File: config.mk
export PLATFORM = sky130hd
export DESIGN_NAME = uart_tx_arbiter
export DESIGN_NICKNAME = d
export VERILOG_FILES = /design/src/rtl/uart_tx_arbiter.sv
export SDC_FILE = /design/constraint.sdc
export NUM_CORES = 1
export LEC_CHECK = 0
export ABC_AREA = 1
export CORE_MARGIN = 4
export CORE_UTILIZATION = 41
export CTS_BUF_LIST = sky130_fd_sc_hd__clkbuf_8 sky130_fd_sc_hd__clkbuf_16
export CTS_CLUSTER_SIZE = 20
export DETAILED_ROUTE_END_ITERATION = 7
export GPL_ROUTABILITY_DRIVEN = 0
export PLACE_DENSITY = 0.77
export SLEW_MARGIN = 20
export SYNTH_ARGS = -nofsm -noshare
export SYNTH_HDL_FRONTEND = slang
export SYNTH_SLANG_ARGS = --single-unit
File: constraint.sdc
create_clock -name clk -period 2.15 [get_ports clk]
set_input_delay 0.43 -clock clk [delete_from_list [all_inputs] [get_ports clk]]
set_output_delay 0.43 -clock clk [all_outputs]
set_load 0.05 [all_outputs]
File: src/rtl/uart_tx_arbiter.sv
// Round-robin arbiter sharing one byte-wide UART transmitter among N valid/ready byte streams.
// Latency: grant and tx_en registered one cycle after an idle request; grant held until the owner's last byte drains.
// Backpressure: in_ready only toward the owner, and only while the transmitter is idle (tx_busy=0).
module uart_tx_arbiter #(
  parameter int N   = 4,
  parameter int IDW = $clog2(N)
) (
  input  logic           clk,
  input  logic           resetn,
  input  logic [N-1:0]   in_valid,
  input  logic [8*N-1:0] in_data,
  input  logic [N-1:0]   in_last,
  output logic [N-1:0]   in_ready,
  input  logic           tx_busy,
  output logic [7:0]     out_tx_data,
  output logic           out_tx_en,
  output logic [N-1:0]   out_grant,
  output logic           out_active,
  output logic [15:0]    out_msg_count
);

  typedef enum logic [1:0] {
    IDLE  = 2'd0,
    SEND  = 2'd1,
    DRAIN = 2'd2
  } state_t;

  state_t         state_q, state_d;
  logic [IDW-1:0] owner_q, owner_d;
  logic [IDW-1:0] ptr_q, ptr_d;
  logic [IDW-1:0] win_idx, sel_idx;
  logic           win_found;
  logic           last_q, last_d;
  logic           take;
  logic           tx_en_d;
  logic [7:0]     tx_data_d;
  logic [N-1:0]   grant_d;
  logic [15:0]    msg_count_d;
  logic [7:0]     lane [N];

  always_comb begin
    for (int i = 0; i < N; i++) lane[i] = in_data[8*i +: 8];
  end

  // Search starts just past the previous winner so it gets lowest priority.
  always_comb begin : rr_search
    logic [IDW-1:0] cand;
    win_found = 1'b0;
    win_idx   = '0;
    cand      = '0;
    for (int k = 1; k <= N; k++) begin
      cand = IDW'((int'(ptr_q) + k) % N);
      if (!win_found && in_valid[cand]) begin
        win_found = 1'b1;
        win_idx   = cand;
      end
    end
  end

  always_comb begin
    state_d     = state_q;
    owner_d     = owner_q;
    ptr_d       = ptr_q;
    last_d      = last_q;
    tx_data_d   = out_tx_data;
    tx_en_d     = out_tx_en;
    grant_d     = out_grant;
    msg_count_d = out_msg_count;
    in_ready    = '0;
    take        = 1'b0;
    sel_idx     = owner_q;

    case (state_q)
      IDLE: begin
        if (!tx_busy && win_found) begin
          take             = 1'b1;
          sel_idx          = win_idx;
          owner_d          = win_idx;
          ptr_d            = win_idx;
          grant_d          = '0;
          grant_d[win_idx] = 1'b1;
        end
      end
      SEND: begin
        if (tx_busy) begin
          tx_en_d = 1'b0;
          state_d = DRAIN;
        end
      end
      DRAIN: begin
        // Without a last byte the grant stays locked even if the owner stalls.
        if (!tx_busy) begin
          if (last_q) begin
            state_d     = IDLE;
            grant_d     = '0;
            msg_count_d = out_msg_count + 16'd1;
          end else if (in_valid[owner_q]) begin
            take = 1'b1;
          end
        end
      end
      default: begin
        state_d = IDLE;
        tx_en_d = 1'b0;
        grant_d = '0;
      end
    endcase

    if (take) begin
      in_ready[sel_idx] = 1'b1;
      tx_data_d         = lane[sel_idx];
      last_d            = in_last[sel_idx];
      tx_en_d           = 1'b1;
      state_d           = SEND;
    end
  end

  always_ff @(posedge clk or negedge resetn) begin
    if (!resetn) begin
      state_q       <= IDLE;
      owner_q       <= '0;
      ptr_q         <= IDW'(N - 1);
      last_q        <= 1'b0;
      out_tx_data   <= '0;
      out_tx_en     <= 1'b0;
      out_grant     <= '0;
      out_msg_count <= '0;
    end else begin
      state_q       <= state_d;
      owner_q       <= owner_d;
      ptr_q         <= ptr_d;
      last_q        <= last_d;
      out_tx_data   <= tx_data_d;
      out_tx_en     <= tx_en_d;
      out_grant     <= grant_d;
      out_msg_count <= msg_count_d;
    end
  end

  assign out_active = (state_q != IDLE);

endmodule

==> impl_metrics.yaml, run 1 <==
grt:
  grt_pass1_vias: 2343
  grt_usage_pct: 19.0
  grt_pass1_wl_um: 9870
  antenna_found_initial: 0
  grt_max_degree: 37
  overflow: 0
sta:
  skew_ns: 0.00944
  min_period_ns: 2.70
  final_max_slew_viol_count: 0
  grt_setup_unrepaired: "true"
  setup-tns-final_ns: -3.31
  worst_pin_slew_ns: 0.769
  fmax_mhz: 370
  hold_viol_final: 0
  timing.final.ws_setup_ns: -0.552
  post-route-period-util_pct: 126
  finalSetupViolations: 13
  slew_headroom_pct: 48.8
synthesis:
  synth_area_leaders: "dfrtp_1 (39%), nand2_1 (24%), nand3_1 (7.5%)"
  synth_xor_area_share_pct: 5.99
  syn_area_um2: 2190
  yosys_warnings: 0
  yosys.area_share.simple_pct: 40.7
  synth_seq_cells: 36
  synth_top_area_share_pct: 38.8
  syn_nets: 352
  yosys.area.top_type: "dfrtp_1"
  synthAdderAreaFrac_pct: 0.570
  synth-compound-area-share_pct: 3.76
  yosysSeqAreaShare_pct: 41.2
  synth_cells: 308
  synth_top_family_by_area: "simple AND/OR/NAND/NOR gates"
  muxShareOfSynthArea_pct: 0
  syn_area_per_cell_um2: 7.12
  yosys.cell_types.count: 25
outcome:
  violations: "setup timing"
  outcome: "finished, violations left"
die:
  start_util_pct: 42.7
  rows: 26
  fp.coreArea_um2: 5140
  dieArea_um2: 6580
  io-pin-count: 77
  die_w_um: 81.1
  die_height_um: 81.1
placed_design:
  portBuffers: 76
  pre_cts_ws_ns: -0.590
  dp_cells: 474
  hpwl_um: 4450
cts:
  clk_latency_ns: 0.29
  cts_made_buffers: 5
  cts_tree: "yes"
  cts_hold_buf: 0
  clk_pin_slew_worst_paths_ns: 0.08
  clock-sinks: 36
  cts.htree.levels: 2
  cts_buffer_depth: 2
  cts_root_buf: "clkbuf_8"
power_and_ir_drop:
  power_density_nw_per_um2: 1520
  irDropWorstVdd_uv: 1090
  p_leak_uw: 0.00180
worst_setup_path:
  worst_ep_required_time_ns: 1.72
  end_kind: "output pin"
  critPathLaunchType: "flop"
  worst-setup-path-type: "flop to output pin"
  crit_fanout: 8
  cp_data_arrival_time_ns: 2.27
detailed_routing:
  drcViolationCount: 0
  wl_met1_um: 2500
  drt-initial-drc-count: 107
  route.met3.wl_um: 455
  wire_per_inst_um: 12.2
  via_per_inst: 4.76
  wl_um: 6030
  highest_layer: "met4"
  wl_met2_um: 2950
  drtPass1Iterations: 4
  vias: 2353
  ant_nets: 0
flow_run:
  maxCapViolCount: 0
cells_and_area:
  fin_cells: 494
  antennaDiodeCount: 0
  utilization_pct: 69.6
  area_growth_pct: 63.1
  drive_above_1_share_pct: 23.8
  fin_nets: 467
hold_path:
  worstHoldPathType: "input pin to asynchronous set/reset pin"
==> layout make-up <==
type | instances | area [um^2]
flip-flops and latches | 36 | 903
clock buffers | 5 | 68.8
multi-input cells | 236 | 1250
well taps | 70 | 87.6
fillers | 439 | 1560
repair buffers | 118 | 1140
inverters | 26 | 108
clock inverters | 3 | 23.8
==> worst paths after layout <==
check	to	slack, ns	start	cells past startpoint
min	out_msg_count[8]	0.20	resetn	1
max reg2reg	last_q	-0.29	ptr_q[0]	20
min in group clk	out_msg_count[15]	0.48	out_msg_count[15]	1
max in group asynchronous	out_tx_data[3]	1.45	resetn	1
max	in_ready[1]	-0.55	ptr_q[0]	14
min reg2reg	out_msg_count[15]	0.48	out_msg_count[15]	1
==> cells by family (layout without fill, tap and decap cells) <==
kind of cell | count (synthesis) | count (layout)
AOI/OAI and AO/OA | 15 | 15
xor gates and xnor gates | 15 | 15
adders and majority gates | 1 | 1
buffers and inverters | 36 | 152
DFF | 36 | 36
and+or+nand+nor | 205 | 205
==> through the flow <==
| stage | total power [uW] | instance area, um^2 | hold slack [ns] |
|---|---|---|---|
| 2_1_floorplan | 3400 | 2270 | 0.134 |
| 3_3_place_gp | 4420 | 3300 | 0.456 |
| 3_5_place_dp | 4480 | 3300 | 0.464 |
| 4_1_cts | 5320 | 3530 | 0.236 |
| 5_1_grt | 5860 | 3580 | 0.267 |
| 6_report | 5440 | 3580 | 0.204 |
==> placed cells by master, fill, tap and decap left out, types with 2 or more instances in the layout <==
master / instances
nand3_2: 3
buf_6: 2
nand2_4: 5
nor3_4: 3
nor2_1: 10
nand3_1: 31
nand2_8: 2
inv_1: 19
xor2_1: 10
nor2_4: 3
xnor2_1: 5
o22ai_1: 4
dfstp_2: 2
nand2_1: 125
a21oi_1: 2
nand4_1: 2
clkdlybuf4s50_1: 68
inv_4: 4
buf_4: 39
buf_12: 5
dfrtp_1: 34
inv_2: 3
clkbuf_8: 5
o21ai_0: 8
nand2_2: 18
clkinvlp_4: 2
==> synth_stat cells <==
| cell | count |
|---|---|
| inv_2 | 5 |
| nand3_1 | 33 |
| ha_1 | 1 |
| dfstp_2 | 2 |
| nand2_4 | 3 |
| nor4_2 | 1 |
| buf_6 | 3 |
| buf_2 | 5 |
| o211ai_1 | 1 |
| nand4_1 | 2 |
| inv_1 | 21 |
| nor3_1 | 3 |
| nor3_2 | 2 |
| nor2_1 | 12 |
| nand2_1 | 141 |
| a21oi_1 | 2 |
| nand2_2 | 6 |
| xnor2_1 | 5 |
| o22ai_1 | 4 |
| dfrtp_1 | 34 |
| xor2_1 | 10 |
| o21ai_0 | 8 |
| nor2_4 | 1 |
| nand3_2 | 1 |
| buf_4 | 2 |
==> registers in the layout, indices dropped and copies added (netlist names) <==
name,cells
out_grant,4
state_q,2
out_msg_count,16
owner_q,2
last_q,1
out_tx_data,8
out_tx_en,1
ptr_q,2
==> power by group <==
part	switching (uW)	internal [uW]	leakage [uW]
registers	189	897	0.000457
clock network	252	229	0.0000404
logic	2300	1570	0.00130
total	2740	2700	0.00180
==> critical path, cell delays in order (launching register included) <==
cell,delay (ns)
dfstp_2,0.60
inv_4,0.08
nand2_2,0.07
nand2_1,0.07
nand2_1,0.07
nand2_2,0.08
nor2_4,0.14
nand3_2,0.11
nand2_4,0.13
buf_4,0.13
nand2_4,0.06
nand2_8,0.12
nand2_2,0.08
nor2_4,0.10
buf_12,0.14
==> metal layers <==
layer  vias to the layer above  global-route usage (%)
met2                        72                    33.7
met4                         0                    6.08
met3                        15                    6.32
met5                         -                       0
li1                       1194                       -
met1                      1072                    21.5
==> repair_timing <==
item | 4_1_cts | 5_1_grt
gates resized for setup | 23 | 9
buffers inserted | 9 | 3
setup endpoints to repair | 13 | 18
gates cloned | 1 | 0
pin swaps | 12 | 8
No activity file was read; power rests on OpenSTA's default activity.
==> inputs of run 2 (changes only) <==
--- a/config.mk
+++ b/config.mk
@@ -14,3 +14,3 @@
 export GPL_ROUTABILITY_DRIVEN = 0
-export PLACE_DENSITY = 0.77
+export PLACE_DENSITY_LB_ADDON = 0.1
 export SLEW_MARGIN = 20
==> constraint.sdc (replaced) <==
create_clock -name clk -period 2.15 [get_ports clk]
set_input_delay 0.5375 -clock clk [delete_from_list [all_inputs] [get_ports clk]]
set_output_delay 0.5375 -clock clk [all_outputs]
set_load 0.05 [all_outputs]
==> run 2 against run 1 <==
The run still ends with setup timing left. Routed wire length up 0.20%. Sequential cell count unchanged. Critical path depth down 1. Clock skew down 0.0066 ns. Critical path type unchanged. Largest cell class unchanged. Hold slack better by 0.12 ns. Combinational power down 1%. Final cell count up 0.81%. Total power up 0.93%.
==> impl_metrics.yaml, run 2 (synthesis results as in run 1) <==
hold_path:
  worstHoldPathType: "input pin to asynchronous set/reset pin"
grt:
  grt_pass1_wl_um: 9760
  overflow: 0
  grt_pass1_vias: 2246
  grt_usage_pct: 19.2
  grt_max_degree: 37
  antenna_found_initial: 0
cts:
  cts_tree: "yes"
  clk_latency_ns: 0.28
  clock-sinks: 36
  cts_made_buffers: 5
  cts_root_buf: "clkbuf_8"
  cts.htree.levels: 2
  cts_buffer_depth: 2
  clk_pin_slew_worst_paths_ns: 0.07
worst_setup_path:
  critPathLaunchType: "flop"
  cpLargestDelayFamily: "simple AND/OR/NAND/NOR gates"
  crit_fanout: 7
  path_buf_inv: 3
  worst-setup-path-type: "flop to output pin"
  cpPeakStageDelay_ns: 0.58
  cp_common_cell: "nand2_2"
  worstSetupStartpoint: "ptr_q[0]"
  cp_data_arrival_time_ns: 2.28
  worst_path_max_delay_cell: "dfstp_2"
  worstReg2RegStart: "ptr_q[0]"
  worst_ep_required_time_ns: 1.61
  path_cells: "inv_4, nand2_2, nand2_2, nand2_2, nand2_2, nor2_4, nand3_2, nand2_4, inv_4, nand2_4, nand2_8, nor3_4, buf_12"
  end_kind: "output pin"
sta:
  worst_pin_slew_ns: 0.781
  whs_ns: 0.329
  grt_setup_unrepaired: "true"
  timing.final.ws_setup_ns: -0.666
  skew_ns: 0.00280
  finalSetupViolations: 13
  final_max_slew_viol_count: 0
  post-route-period-util_pct: 131
  fmax_mhz: 355
  slew_headroom_pct: 47.9
  min_period_ns: 2.82
  hold_viol_final: 0
power_and_ir_drop:
  switching_share_pct: 49.6
  irDropWorstVdd_uv: 1130
  seqPwrFrac_pct: 19.6
  power.switching_uw: 2720
  p_int_uw: 2760
  p_leak_uw: 0.00191
  p_total_uw: 5490
  power_density_nw_per_um2: 1500
  combPwrFrac_pct: 69.6
  p_clk_share_pct: 10.8
placed_design:
  portBuffers: 76
  hpwl_um: 4400
  dpl-instance-area_um2: 3280
die:
  dieArea_um2: 6580
  die_height_um: 81.1
  io-pin-count: 77
  die_w_um: 81.1
  start_util_pct: 42.7
  fp.coreArea_um2: 5140
  rows: 26
detailed_routing:
  vias: 2344
  wire_per_inst_um: 12.1
  via_per_inst: 4.71
  drcViolationCount: 0
  wl_um: 6040
  drtPass1Iterations: 4
  drt-initial-drc-count: 99
  ant_nets: 0
cells_and_area:
  final_cell_area_um2: 3660
  final_common_cell: "nand2_1"
  antennaDiodeCount: 0
  final_cell_mix: "nand2_1 (125), clkdlybuf4s50_1 (59), buf_4 (43), dfrtp_1 (34), nand3_1 (30)"
  largest_reg_flops: 16
  regMostFlops: "out_msg_count"
  fin_nets: 471
  area_growth_pct: 66.9
  top_regs: "out_msg_count: 16 flops, out_tx_data: 8 flops, out_grant: 4 flops"
  drive_above_1_share_pct: 26.6
outcome:
  outcome: "finished, violations left"
  violations: "setup timing"
flow_run:
  maxCapViolCount: 0
==> run 2: layout make-up <==
cell class / count / area [um^2]
tap: 70 / 87.6
inverter: 26 / 110
clock inverter: 3 / 42.5
fill: 447 / 1480
timing repair buffer: 122 / 1160
clock buffer: 5 / 68.8
sequential: 36 / 903
multi-input combinational: 236 / 1290
==> run 2: power groups by stage <==
stage / clock (uW) / combinational [uW] / sequential (uW)
2_1_floorplan: 0 / 1870 / 1530
3_3_place_gp: 0 / 3340 / 1080
3_5_place_dp: 0 / 3380 / 1080
4_1_cts: 608 / 3650 / 1070
5_1_grt: 642 / 4180 / 1110
6_report: 591 / 3820 / 1080
==> run 2: layer usage <==
metal	GRT usage, %	wire length [um]	vias to the layer above	part of all wire, %
met3	6.65	399	10	6.6
li1	-	-	1207	-
met2	32.8	3030	60	50
met4	6.25	82	0	1.4
met1	22.5	2530	1067	42
met5	0	0	-	0
==> run 2: what timing repair did <==
action                     4_1_cts  5_1_grt
setup endpoints to repair       22       22
pin swaps                       15       19
hold buffers                     0        0
resized for setup               27       28
setup buffers                   10        7
==> run 2: final timing paths <==
path / to / slack [ns] / cells past startpoint
worst max-delay path: in_ready[2] / -0.67 / 13
worst min-delay path: out_grant[0] / 0.33 / 1
worst max register to register: out_tx_data[6] / -0.17 / 19
worst min register to register: out_msg_count[15] / 0.47 / 1
max in group asynchronous: out_tx_data[0] / 1.33 / 1
min in group clk: out_msg_count[15] / 0.47 / 1
==> run 2: worst reg2reg max path: stages, from the launching register on <==
cell and delay, ns:
dfstp_2 0.58, inv_4 0.08, nand2_2 0.07, nand2_2 0.07, nand2_2 0.07, nand2_2 0.07, nor2_4 0.15, nand3_2 0.12
nand2_4 0.13, inv_4 0.06, nand2_4 0.10, nand2_8 0.08, buf_4 0.14, buf_4 0.16, nand2_1 0.06, nand2_1 0.05
nand2_1 0.05, nand2_1 0.07, nand2_1 0.06, nand2_1 0.05
==> run 2: per-stage QoR <==
step                      setup TNS [ns]  setup slack [ns]  cells  util [%]
after floorplan                    -1.51            -0.421    308         -
after global placement            -10.05            -0.724    474      63.8
after detailed placement          -12.43            -0.774    474      63.8
after CTS                          -3.22            -0.646    491      68.6
after global routing               -5.83            -0.772    498      71.2
final                              -3.80            -0.666    498      71.2
==> RTL change (config.mk and constraints of run 1) <==
Put one more register stage on the output `out_msg_count`. The value now appears one clock later. The other outputs are not delayed to match.
--- a/src/rtl/uart_tx_arbiter.sv
+++ b/src/rtl/uart_tx_arbiter.sv
@@ -24,6 +24,8 @@
     SEND  = 2'd1,
     DRAIN = 2'd2
   } state_t;
+
+  logic [15:0] out_msg_count_s0;
 
   state_t         state_q, state_d;
   logic [IDW-1:0] owner_q, owner_d;
@@ -65,7 +67,7 @@
     tx_data_d   = out_tx_data;
     tx_en_d     = out_tx_en;
     grant_d     = out_grant;
-    msg_count_d = out_msg_count;
+    msg_count_d = out_msg_count_s0;
     in_ready    = '0;
     take        = 1'b0;
     sel_idx     = owner_q;
@@ -93,7 +95,7 @@
           if (last_q) begin
             state_d     = IDLE;
             grant_d     = '0;
-            msg_count_d = out_msg_count + 16'd1;
+            msg_count_d = out_msg_count_s0 + 16'd1;
           end else if (in_valid[owner_q]) begin
             take = 1'b1;
           end
@@ -124,7 +126,7 @@
       out_tx_data   <= '0;
       out_tx_en     <= 1'b0;
       out_grant     <= '0;
-      out_msg_count <= '0;
+      out_msg_count_s0 <= '0;
     end else begin
       state_q       <= state_d;
       owner_q       <= owner_d;
@@ -133,11 +135,15 @@
       out_tx_data   <= tx_data_d;
       out_tx_en     <= tx_en_d;
       out_grant     <= grant_d;
-      out_msg_count <= msg_count_d;
+      out_msg_count_s0 <= msg_count_d;
     end
   end
 
   assign out_active = (state_q != IDLE);
 
+  always_ff @(posedge clk) begin
+    out_msg_count <= out_msg_count_s0;
+  end
+
 endmodule
 
Check against the original RTL: not equivalent (Yosys sat finds a counterexample within 4 cycles, from zero or initial values and one cycle with resetn low).
==> RTL change against run 1 <==
Power rose by 10%. Hold slack improved by 200 ps. Sequential cell count rose by 16. Global-route usage fell by 0.81 points. Via count rose by 6.7%. Cell area rose by 13%. Area after synthesis rose by 14%. Largest power group unchanged. The flow still finishes with violations (setup timing). Clock power rose by 59%. Combinational power barely moved. Routed wire length rose by 11%. Sequential share of layout area rose by 5.0 points. Setup slack got worse by 94 ps. Non-clock buffer count rose by 5. Core utilization fell by 1.3 points.
==> RTL change: results <==
set metrics [dict create \
    status "finished with violations" \
    failed_checks "setup timing" \
    relSlewSlack 0.649 \
    viasPerCell 4.85 \
    synth_common_cells "nand2_1 (138), dfrtp_1 (34), nand3_1 (33)" \
    setup_viol 13 \
    rrSetupSlack_ps -240 \
    fillers 450 \
    ys_top_cells_by_area "dfrtp_1 (34%), nand2_1 (21%), dfxtp_1 (13%)" \
    hp-class "flip-flop to flip-flop" \
    dp_slack_ps -574 \
    grt_pass1_wl_um 10900 \
    syn-num-nets 364 \
    ir_drop_mv 0.981 \
    path_common_cell "nand2_4" \
    r2r_end "out_tx_data[6]" \
    hpwl_um 4700 \
    finalSetupTns_ps -4070 \
    place_area_mm2 0.00363 \
    insertion_delay_ps 310 \
    layout-drive-gt1-share 0.244 \
    worst_slack_ps -646 \
    syn_avg_cell_area_um2 7.78 \
    p_leak_nw 2.04 \
    wl_per_cell_um 12.9 \
    drt_iter0_markers 82 \
    grt_pass1_vias 2515 \
    fin_nets 485 \
    path_max_fanout 7 \
    finalClockSkew_ps 10.3 \
    max_stage_delay_ps 580 \
    layout.cells.non_filler 517 \
]
[RTL change: changes by cell type in the layout (fill, tap and decap cells not counted), moves of 3 or more]
| cell | before | now |
|---|---|---|
| nor2_2 | 0 | 3 |
| nor2_1 | 10 | 7 |
| dfxtp_1 | 0 | 16 |
| nand2_4 | 5 | 9 |
| buf_6 | 2 | 5 |
| o22ai_1 | 4 | 0 |
| nand2_1 | 125 | 120 |
| nand2_2 | 18 | 15 |
[RTL change: logic make-up after synthesis]
kind of cell    count (synthesis)  synth area share
simple gates                  204             0.357
flops                          52             0.491
buf+inv                        34            0.0633
compound gates                 15            0.0337
xor+xnor                       14            0.0492
fa+ha+maj                       1           0.00502
[RTL change: what timing repair did]
| item | in CTS | in global routing |
|---|---|---|
| pin swaps | 14 | 16 |
| resized for setup | 21 | 23 |
| endpoints found under the setup margin | 13 | 21 |
| buffers inserted | 11 | 6 |
[RTL change: worst max path at each step]
stage,end,from
after floorplan,in_ready[1],ptr_q[0]
after global placement,in_ready[1],in_valid[3]
after detailed placement,in_ready[1],in_valid[3]
after CTS,in_ready[1],ptr_q[0]
after global routing,in_ready[1],ptr_q[0]
final,in_ready[1],ptr_q[0]
[RTL change: routing by layer]
| metal | global-route usage | wire length [um] | vias to the layer above |
|---|---|---|---|
| li1 | - | - | 1248 |
| met1 | 0.222 | 2740 | 1162 |
| met2 | 0.320 | 3390 | 85 |
| met3 | 0.0480 | 445 | 15 |
| met4 | 0.0446 | 118 | 0 |
| met5 | 0 | 0 | - |
[RTL change: per-stage QoR]
stage / total power [W] / util / hold slack [ps]
2_1_floorplan: 0.00356 / - / 134
3_3_place_gp: 0.00459 / 0.612 / 371
3_5_place_dp: 0.00465 / 0.612 / 385
4_1_cts: 0.00574 / 0.661 / 406
5_1_grt: 0.00642 / 0.683 / 415
6_report: 0.00598 / 0.683 / 407
[RTL change: layout make-up]
class                           count  area [um^2]  area share
Multi-Input combinational cell    234         1290       0.318
Sequential cell                    52         1220       0.303
Timing Repair Buffer              123         1200       0.298
Inverter                           25          104      0.0257
Tap cell                           75         93.8      0.0232
Clock buffer                        5         68.8      0.0170
Clock inverter                      3         63.8      0.0158
[RTL change: power breakdown]
group	internal, W	switching, W	total (W)
combinational	0.00158	0.00228	0.00386
clock	0.000460	0.000305	0.000765
sequential	0.00120	0.000160	0.00136
